<file path="config.mk">
export PLATFORM = sky130hd
export DESIGN_NAME = vector_data_packer
export DESIGN_NICKNAME = d
export VERILOG_FILES = /design/src/rtl/vector_data_packer.sv
export SDC_FILE = /design/constraint.sdc
export NUM_CORES = 1
export LEC_CHECK = 0
export CAP_MARGIN = 20
export CORE_MARGIN = 2
export CORE_UTILIZATION = 37
export CTS_BUF_LIST = sky130_fd_sc_hd__clkbuf_8
export CTS_CLUSTER_DIAMETER = 80
export DETAILED_ROUTE_END_ITERATION = 16
export PLACE_DENSITY = 0.58
export SYNTH_ARGS = -nofsm -noshare
export SYNTH_HDL_FRONTEND = slang
export SYNTH_SLANG_ARGS = --single-unit
</file>
<file path="constraint.sdc">
create_clock -name clk -period 4.4 [get_ports clk]
set_clock_uncertainty 0.2 [all_clocks]
set_input_delay 0.88 -clock clk [delete_from_list [all_inputs] [get_ports clk]]
set_output_delay 0.88 -clock clk [all_outputs]
set_load 0.1 [all_outputs]
</file>
<file path="src/rtl/vector_data_packer.sv">
// vector_data_packer
//   Packs the leading 8, 4 or 1 lanes of each accepted ALU vector into full
//   N-lane trace lines. A partial line is zero-padded and flushed on eof.
//   The packing mode is written over the shared configId/configData bus.
// Ports:
//   clk, rst_n            clock, async active-low reset
//   tracing               1 = accept data, 0 = ignore valid_in and hold state
//   valid_in, eof_in      input qualifier and end-of-frame flag
//   vector_in             N x DATA_WIDTH ALU result, lane 0 = element 0
//   configId, configData  config select / payload (mode = configData[1:0])
//   vector_out            packed trace line (held between emits)
//   valid_out, eof_out    one-cycle line strobe, last-line-of-frame flag
//   line_count            lines emitted since reset, wraps

// One lane of the line being assembled: keeps the buffered value below the
// fill pointer, takes input element (lane - ptr) inside the append window,
// and is zero above it, which gives the eof padding for free.
module vdp_lane #(
  parameter int N          = 8,
  parameter int DATA_WIDTH = 32,
  parameter int LANE       = 0
) (
  input  logic [$clog2(N):0]                ptr,
  input  logic [$clog2(N)+1:0]              fill_end,
  input  logic [N-1:0][DATA_WIDTH-1:0]      vector_in,
  input  logic [DATA_WIDTH-1:0]             buf_lane,
  output logic [DATA_WIDTH-1:0]             lane_out
);
  localparam int PW = $clog2(N);
  localparam logic [PW+1:0] IDX = (PW+2)'(LANE);

  logic [PW-1:0] src;

  always_comb begin
    src = PW'(LANE) - ptr[PW-1:0];
    if (IDX < {1'b0, ptr})      lane_out = buf_lane;
    else if (IDX < fill_end)    lane_out = vector_in[src];
    else                        lane_out = '0;
  end
endmodule

module vector_data_packer #(
  parameter int          N                     = 8,
  parameter int          DATA_WIDTH            = 32,
  parameter int unsigned PERSONAL_CONFIG_ID    = 0,
  parameter int unsigned INITIAL_FIRMWARE_MODE = 0,
  parameter int          COUNT_WIDTH           = 16
) (
  input  logic                             clk,
  input  logic                             rst_n,
  input  logic                             tracing,
  input  logic                             valid_in,
  input  logic                             eof_in,
  input  logic [N-1:0][DATA_WIDTH-1:0]     vector_in,
  input  logic [7:0]                       configId,
  input  logic [7:0]                       configData,
  output logic [N-1:0][DATA_WIDTH-1:0]     vector_out,
  output logic                             valid_out,
  output logic                             eof_out,
  output logic [COUNT_WIDTH-1:0]           line_count
);
  localparam int PW = $clog2(N);
  typedef logic [PW:0] cnt_t;
  localparam cnt_t E_FULL = cnt_t'(N);
  localparam cnt_t E_HALF = cnt_t'(N / 2);
  localparam cnt_t E_ONE  = cnt_t'(1);
  localparam logic [7:0] CFG_ID = 8'(PERSONAL_CONFIG_ID);

  logic [N-1:0][DATA_WIDTH-1:0] buf_q, buf_d, line_nl;
  logic [N-1:0][DATA_WIDTH-1:0] vector_out_q, vector_out_d;
  logic                         valid_out_q, valid_out_d;
  logic                         eof_out_q, eof_out_d;
  logic [COUNT_WIDTH-1:0]       line_count_q, line_count_d;
  logic [1:0]                   mode_q, mode_d;
  cnt_t                         ptr_q, ptr_d;
  cnt_t                         ecnt;
  logic [PW+1:0]                fill_end;
  logic                         accept, cfg_wr, full, emit;
  logic                         cfg_unused;

  assign cfg_unused = ^configData[7:2];

  // Lanes appended per accepted vector; reserved mode 3 acts as pass-through.
  always_comb begin
    case (mode_q)
      2'd1:    ecnt = E_HALF;
      2'd2:    ecnt = E_ONE;
      default: ecnt = E_FULL;
    endcase
  end

  assign fill_end = {1'b0, ptr_q} + {1'b0, ecnt};
  assign full     = (fill_end == (PW+2)'(N));
  assign accept   = valid_in & tracing;
  assign cfg_wr   = (configId == CFG_ID);
  // A config write in the same cycle drops the data, so it also blocks emit.
  assign emit     = accept & ~cfg_wr & (full | eof_in);

  for (genvar g = 0; g < N; g++) begin : g_lane
    vdp_lane #(.N(N), .DATA_WIDTH(DATA_WIDTH), .LANE(g)) u_lane (
      .ptr      (ptr_q),
      .fill_end (fill_end),
      .vector_in(vector_in),
      .buf_lane (buf_q[g]),
      .lane_out (line_nl[g])
    );
  end

  always_comb begin
    mode_d       = mode_q;
    ptr_d        = ptr_q;
    buf_d        = buf_q;
    vector_out_d = vector_out_q;
    valid_out_d  = 1'b0;
    eof_out_d    = 1'b0;
    line_count_d = line_count_q;
    if (cfg_wr) begin
      mode_d = configData[1:0];
      ptr_d  = '0;
      buf_d  = '0;
    end else if (accept) begin
      if (emit) begin
        vector_out_d = line_nl;
        valid_out_d  = 1'b1;
        eof_out_d    = eof_in;
        ptr_d        = '0;
        buf_d        = '0;
        line_count_d = line_count_q + COUNT_WIDTH'(1);
      end else begin
        // Buffer lanes at and above ptr are always zero, so the assembled
        // line can be stored whole.
        buf_d = line_nl;
        ptr_d = fill_end[PW:0];
      end
    end
  end

  always_ff @(posedge clk or negedge rst_n) begin
    if (!rst_n) begin
      mode_q       <= 2'(INITIAL_FIRMWARE_MODE);
      ptr_q        <= '0;
      buf_q        <= '0;
      vector_out_q <= '0;
      valid_out_q  <= 1'b0;
      eof_out_q    <= 1'b0;
      line_count_q <= '0;
    end else begin
      mode_q       <= mode_d;
      ptr_q        <= ptr_d;
      buf_q        <= buf_d;
      vector_out_q <= vector_out_d;
      valid_out_q  <= valid_out_d;
      eof_out_q    <= eof_out_d;
      line_count_q <= line_count_d;
    end
  end

  assign vector_out = vector_out_q;
  assign valid_out  = valid_out_q;
  assign eof_out    = eof_out_q;
  assign line_count = line_count_q;
endmodule

</file>
[After elaboration in Yosys (flattened, before gate mapping)]
Index checks and enable logic that the tools add are counted.
Word-level totals
  bits in registers: 536
  output and inout port bits: 274
  logic and storage cells: 111
Operators by class
  $add $sub $neg: 10
  $lt $le $gt $ge: 24
  equal/unequal tests: 3
  multiplexer cells: 45
  bitwise gates (word level): 5
  reductions and logical operators: 3
Operator list (count)
  $bmux W32 S3: 8
  $mux W256: 3
  $mux W32: 24
  $lt A3 B4 Y1 const B: 8
  $lt A3 B5 Y1 const A: 4
  $add A16 B1 Y16 const B: 1
  $lt A3 B4 Y1 const A: 4
  $mux W4: 3
  $sub A3 B3 Y3 const A: 4
  $lt A1 B5 Y1 const A: 2
  $lt A2 B5 Y1 const A: 2
  $logic_not A8 Y1: 1
  $lt A1 B4 Y1 const A: 2
  $lt A2 B4 Y1 const A: 2
  $pmux W4 S2: 1
  $mux W1: 6
  $sub A1 B3 Y3 const A: 2
  $sub A2 B3 Y3 const A: 2
  $add A4 B4 Y5: 1
  $eq A5 B4 Y1 const B: 1
  $and A1 B1 Y1: 3
  $reduce_and A3 Y1: 1
  $eq A2 B1 Y1 const B: 1
  $eq A2 B2 Y1 const B: 1
  other kinds (3): 3

[Longest topological paths before layout]
  depth in word-level cells: 9
  depth in mapped cells: 14
  mapped depth without buffers: 10

[Modules after synthesis]
From an unflattened synthesis, not the netlist that was laid out.
Second synthesis, totals
  cells, all modules: 2701
  area, all modules: 35160.0 µm²
By module, submodules not included
  vector_data_packer: times used 1, cells an instance 1219, area an instance 20661.1 µm²
  vdp_lane (g_lane[4].u_lane): times used 1, cells an instance 272, area an instance 2595.0 µm²
  vdp_lane (g_lane[6].u_lane): times used 1, cells an instance 269, area an instance 2436.1 µm²
  vdp_lane (g_lane[7].u_lane): times used 1, cells an instance 265, area an instance 2401.1 µm²
  vdp_lane (g_lane[5].u_lane): times used 1, cells an instance 226, area an instance 1901.8 µm²
  vdp_lane (g_lane[2].u_lane): times used 1, cells an instance 124, area an instance 1450.1 µm²
  vdp_lane (g_lane[3].u_lane): times used 1, cells an instance 120, area an instance 1375.1 µm²
  vdp_lane (g_lane[0].u_lane): times used 1, cells an instance 85, area an instance 1199.9 µm²
  vdp_lane (g_lane[1].u_lane): times used 1, cells an instance 121, area an instance 1139.8 µm²

[Worst setup path after synthesis]
No wires, ideal clock.
  path type: reg-to-reg
  start point: register mode_q[0]
  end point: register line_count_q[1], in the netlist line_count[1]
  setup time: 0.126 ns
  arrival time: 2.808 ns
  data required time: 4.074 ns
  path slack: 1.267 ns
  cell stages (with the launch flop): 14
  buffers on the path: 3
  period minus slack after synthesis: 3.133 ns
  cells stage by stage: dfrtp_1 -> inv_1 -> ha_1 -> ha_1 -> ha_1 -> or2_1 -> a2111oi_4 -> a21o_1 -> buf_4 -> nand2_2 -> buf_6 -> inv_4 -> buf_6 -> mux2_2
On the way
  cells in the longest elaborated chain, start to end: 7
Ends and longest elaborated chain
  from (decl): RTL line 74  | logic [1:0] mode_q, mode_d;
  from (signal assigned): RTL line 140  | mode_q <= 2'(INITIAL_FIRMWARE_MODE);
  from (signal assigned): RTL line 148  | mode_q <= mode_d;
  $eq A2 B2 Y1 / $eq A2 B1 Y1 (equally long branches): RTL line 85  | case (mode_q)
  $pmux W4 S2 *: RTL line 85
  $add A4 B4 Y5 *: RTL line 92  | assign fill_end = {1'b0, ptr_q} + {1'b0, ecnt};
  $eq A5 B4 Y1 *: RTL line 93  | assign full = (fill_end == (PW+2)'(N));
  $or A1 B1 Y1 *: RTL line 97  | assign emit = accept & ~cfg_wr & (full | eof_in);
  $and A1 B1 Y1 *: RTL line 97
  $reduce_and A3 Y1 (no source line) *
  to (signal assigned): RTL line 154  | line_count_q <= line_count_d;
  to (decl): RTL line 73  | logic [COUNT_WIDTH-1:0] line_count_q, line_count_d;
Mark *: on every way between the ends. The rest lies on a longest branch, timed or not.
A chain may end at the register's enable or synchronous reset.

[Final worst setup path]
  start point: register mode_q[0]
  end point: register vector_out_q (netlist bit vector_out[255])
On the way
  cells in the longest elaborated chain, start to end: 7
Ends and longest elaborated chain
  $eq A2 B2 Y1 / $eq A2 B1 Y1 (equally long branches): RTL line 85
  $pmux W4 S2 *: RTL line 85
  $add A4 B4 Y5 *: RTL line 92
  branches (longest 4 deep; another with $lt A3 B5 Y1)
  to (signal assigned): RTL line 151  | vector_out_q <= vector_out_d;
  to (decl): RTL line 70  | logic [N-1:0][DATA_WIDTH-1:0] vector_out_q, vector_out_d;
Mark *: on every way between the ends.

==> run_results.csv <==
group,metric,value,unit
worst_setup_path,critPathLaunchType,"flop",
timing,worstMarginPinSlew,1.19,ns
floorplan,rows,104,
clock_tree,cts_tree,"done",
yosys,synthMuxAreaShare,0.207,
grt,grt_first_pass_wirelength,197000,µm
clock_tree,cts_buffer_depth,3,
yosys,syn_avg_cell_area,11.2,µm²
yosys,synth_compound_area_frac,0.247,
timing,whs,0.0164,ns
yosys,synth_commonest_cells,"536 x dfrtp_1, 329 x o21ai_0, 179 x a22oi_1",
finish,final_nets,3397,
yosys,synth-simple-area-share,0.0393,
power,total_power,30.5,mW
drt,routed_wl,139000,µm
yosys,ys_async_sr_fraction,1.00,
clock_tree,clk_latency,0.72,ns
clock_tree,root_buffer,"clkbuf_8",
drt,ant_nets,0,
yosys,synth_area,29800,µm²
worst_setup_path,worstPathArrival,4.37,ns
drt,drt_drc_violations_left,0,
worst_setup_path,crit_slowest_cell,"a2111oi_4",
worst_setup_path,worstPathRequired,4.82,ns
worst_setup_path,cp-end-kind,"flop",
worst_setup_path,timing_worst_setup_path_type,"flop to flop",
yosys,synth.most_common_cell,"dfrtp_1",
grt,grt_pass1_vias,27000,
floorplan,start_util,0.372,
finish,post-route-util,0.479,
drt,wire_per_inst,32.5,µm
yosys,synthAdderAreaFrac,0.00378,
drt,num_vias,27000,
timing,relSlewSlack,0.205,
yosys,synth_top_area_frac,0.451,
timing,hold_violations,0,
timing,fin_setup_tns,0,ns
grt,grt_max_degree,130,
timing,rsz0062_at_grt,"false",
drt,drtIter0Drc,2480,
yosys,synth_seq_cells,536,
placed_design,port_buffers,544,
floorplan,dieWidth,288,µm
clock_tree,clk_pin_slew,0.07,ns
floorplan,pin_count,551,
outcome,status,"complete, no violations",
worst_setup_path,crit_fanout,46,
grt,grt_overflow_total,0,
clock_tree,post_cts_buffers,0,
placed_design,gp_congestion,0.989,
timing,final.min_clock_period,3.94,ns
yosys,syn_nets,2950,
grt,track_usage,0.328,
clock_tree,cts_hold_buf,0,
timing,fin_crit_sh,0.896,
yosys,ys.flop_type,"dfrtp_1",
finish,fill_cells,7339,
floorplan,coreArea,80000,µm²
timing,max_freq,254,MHz
placed_design,dpl.hpwl,99700,µm
floorplan,die_area,82700,µm²
power,powerDensity,797,nW/µm²
yosys,yosysWarnings,0,
clock_tree,ctsResizeCount,0,
worst_setup_path,path_cells,"inv_1 -> ha_1 -> ha_1 -> ha_1 -> or2_1 -> a2111oi_4 -> a21o_4 -> nand2_4 -> inv_4 -> buf_4 -> mux2i_1",
yosys,synth_xor_area_frac,0.00643,
power,power_leakage,15.2,nW
yosys,seq_area_frac_synth,0.451,
flow_run,drv_cap,0,
grt,antenna_found_initial,45,
timing,finalMaxSlewViolations,0,
clock_tree,numCtsBuffers,95,
timing,finalSetupViolations,0,
yosys,yosys-top-cells-area,"dfrtp_1 45%, mux4_2 12%, o21ai_0 5.5%, a22o_1 5.2%, mux2i_1 4.8%",
floorplan,dieHeight,288,µm
power,ir_drop,0.000580,V
finish,syn_to_final_growth,28.8,%
clock_tree,cts.sinks,536,
hold_path,hp-class,"primary input to async pin",
drt,via_per_inst,6.31,
yosys,synth_top_area_cell,"dfrtp_1",
drt,drtPass1Iterations,6,
yosys,synthCells,2664,
yosys,synth_cell_type_count,45,
worst_setup_path,crit_top_cell,"ha_1",
worst_setup_path,r2r_cells,11,
worst_setup_path,slowest_delay,0.58,ns
finish,drive_gt1_frac,0.164,
yosys,synth_top_family_by_area,"compound AO/OA/AOI/OAI gates",
clock_tree,h-tree-depth,3,
yosys,synth_edf_count,0,
-- through the flow --
step	cell area (µm²)	std cells	setup slack, ns
2_1_floorplan	29800	2664	1.27
3_3_place_gp	36300	4072	0.574
3_5_place_dp	36300	4072	0.527
4_1_cts	38200	4249	0.489
5_1_grt	38300	4258	0.285
6_report	38300	4275	0.456
-- report_power, final --
part	switching [mW]	leakage, nW	internal, mW
Sequential	1.15	6.92	6.60
Clock	2.29	1.17	2.57
Combinational	13.7	7.12	4.24
Total	17.1	15.2	13.4
-- cell families (layout without fill, tap and decap cells) --
| kind of cell | after synthesis | count (layout) |
|---|---|---|
| AOI/OAI and AO/OA | 1109 | 1109 |
| DFF | 536 | 536 |
| muxes | 406 | 406 |
| buffers and inverters | 309 | 836 |
| and+or+nand+nor | 274 | 274 |
| xor gates and xnor gates | 21 | 21 |
| adders and majority gates | 9 | 9 |
| other | 0 | 24 |
-- cell usage in the layout, fill, tap and decap left out, types with 63 or more instances in the layout --
master / count
o21ai_0: 329
o2bb2ai_1: 63
nand2_1: 176
mux4_2: 158
mux2_2: 104
clkbuf_8: 119
a22oi_1: 179
dfrtp_1: 532
a22o_1: 176
mux2i_1: 144
buf_4: 81
a21oi_1: 163
clkdlybuf4s50_1: 540
a31oi_1: 64
-- final cells by class --
cell class	instances	area [µm²]	area share
flip-flops and latches	536	13400	0.350
multi-input cells	1819	15100	0.395
diodes	24	60.1	0.00157
clock inverters	58	322	0.00839
repair buffers	638	6350	0.166
inverters	21	81.3	0.00212
well taps	1060	1330	0.0346
clock buffers	119	1640	0.0427
-- metal layers --
metal / track usage / up-vias / share of wire
met5: 0 / - / 0.0023
met4: 0.144 / 52 / 0.046
met3: 0.0881 / 287 / 0.091
met2: 0.537 / 1360 / 0.48
met1: 0.408 / 14000 / 0.38
li1: - / 11300 / -
-- sequential cells by signal, summed over array words and instances (netlist names) --
register,cells
mode_q,2
vector_out,256
eof_out,1
valid_out,1
line_count,16
buf_q,256
ptr_q,4
-- path summary, 6_finish.rpt --
kind	from	endpoint	slack (ns)
min	rst_n	vector_out[124]	0.02
max	mode_q[0]	vector_out[255]	0.46
min in group clk	line_count[15]	line_count[15]	0.27
max in group asynchronous	rst_n	ptr_q[1]	2.91
max reg2reg	mode_q[0]	vector_out[255]	0.46
min reg2reg	line_count[15]	line_count[15]	0.27
-- critical path: cells and delay by family, from the launching register on --
| family | cells | cell delay (ns) |
|---|---|---|
| buffers and inverters | 3 | 0.96 |
| AOI/OAI and AO/OA | 2 | 0.83 |
| adders and majority gates | 3 | 0.77 |
| DFF | 1 | 0.45 |
| and+or+nand+nor | 2 | 0.36 |
| muxes | 1 | 0.21 |
Note: power is estimated with default switching activity, not from simulation.
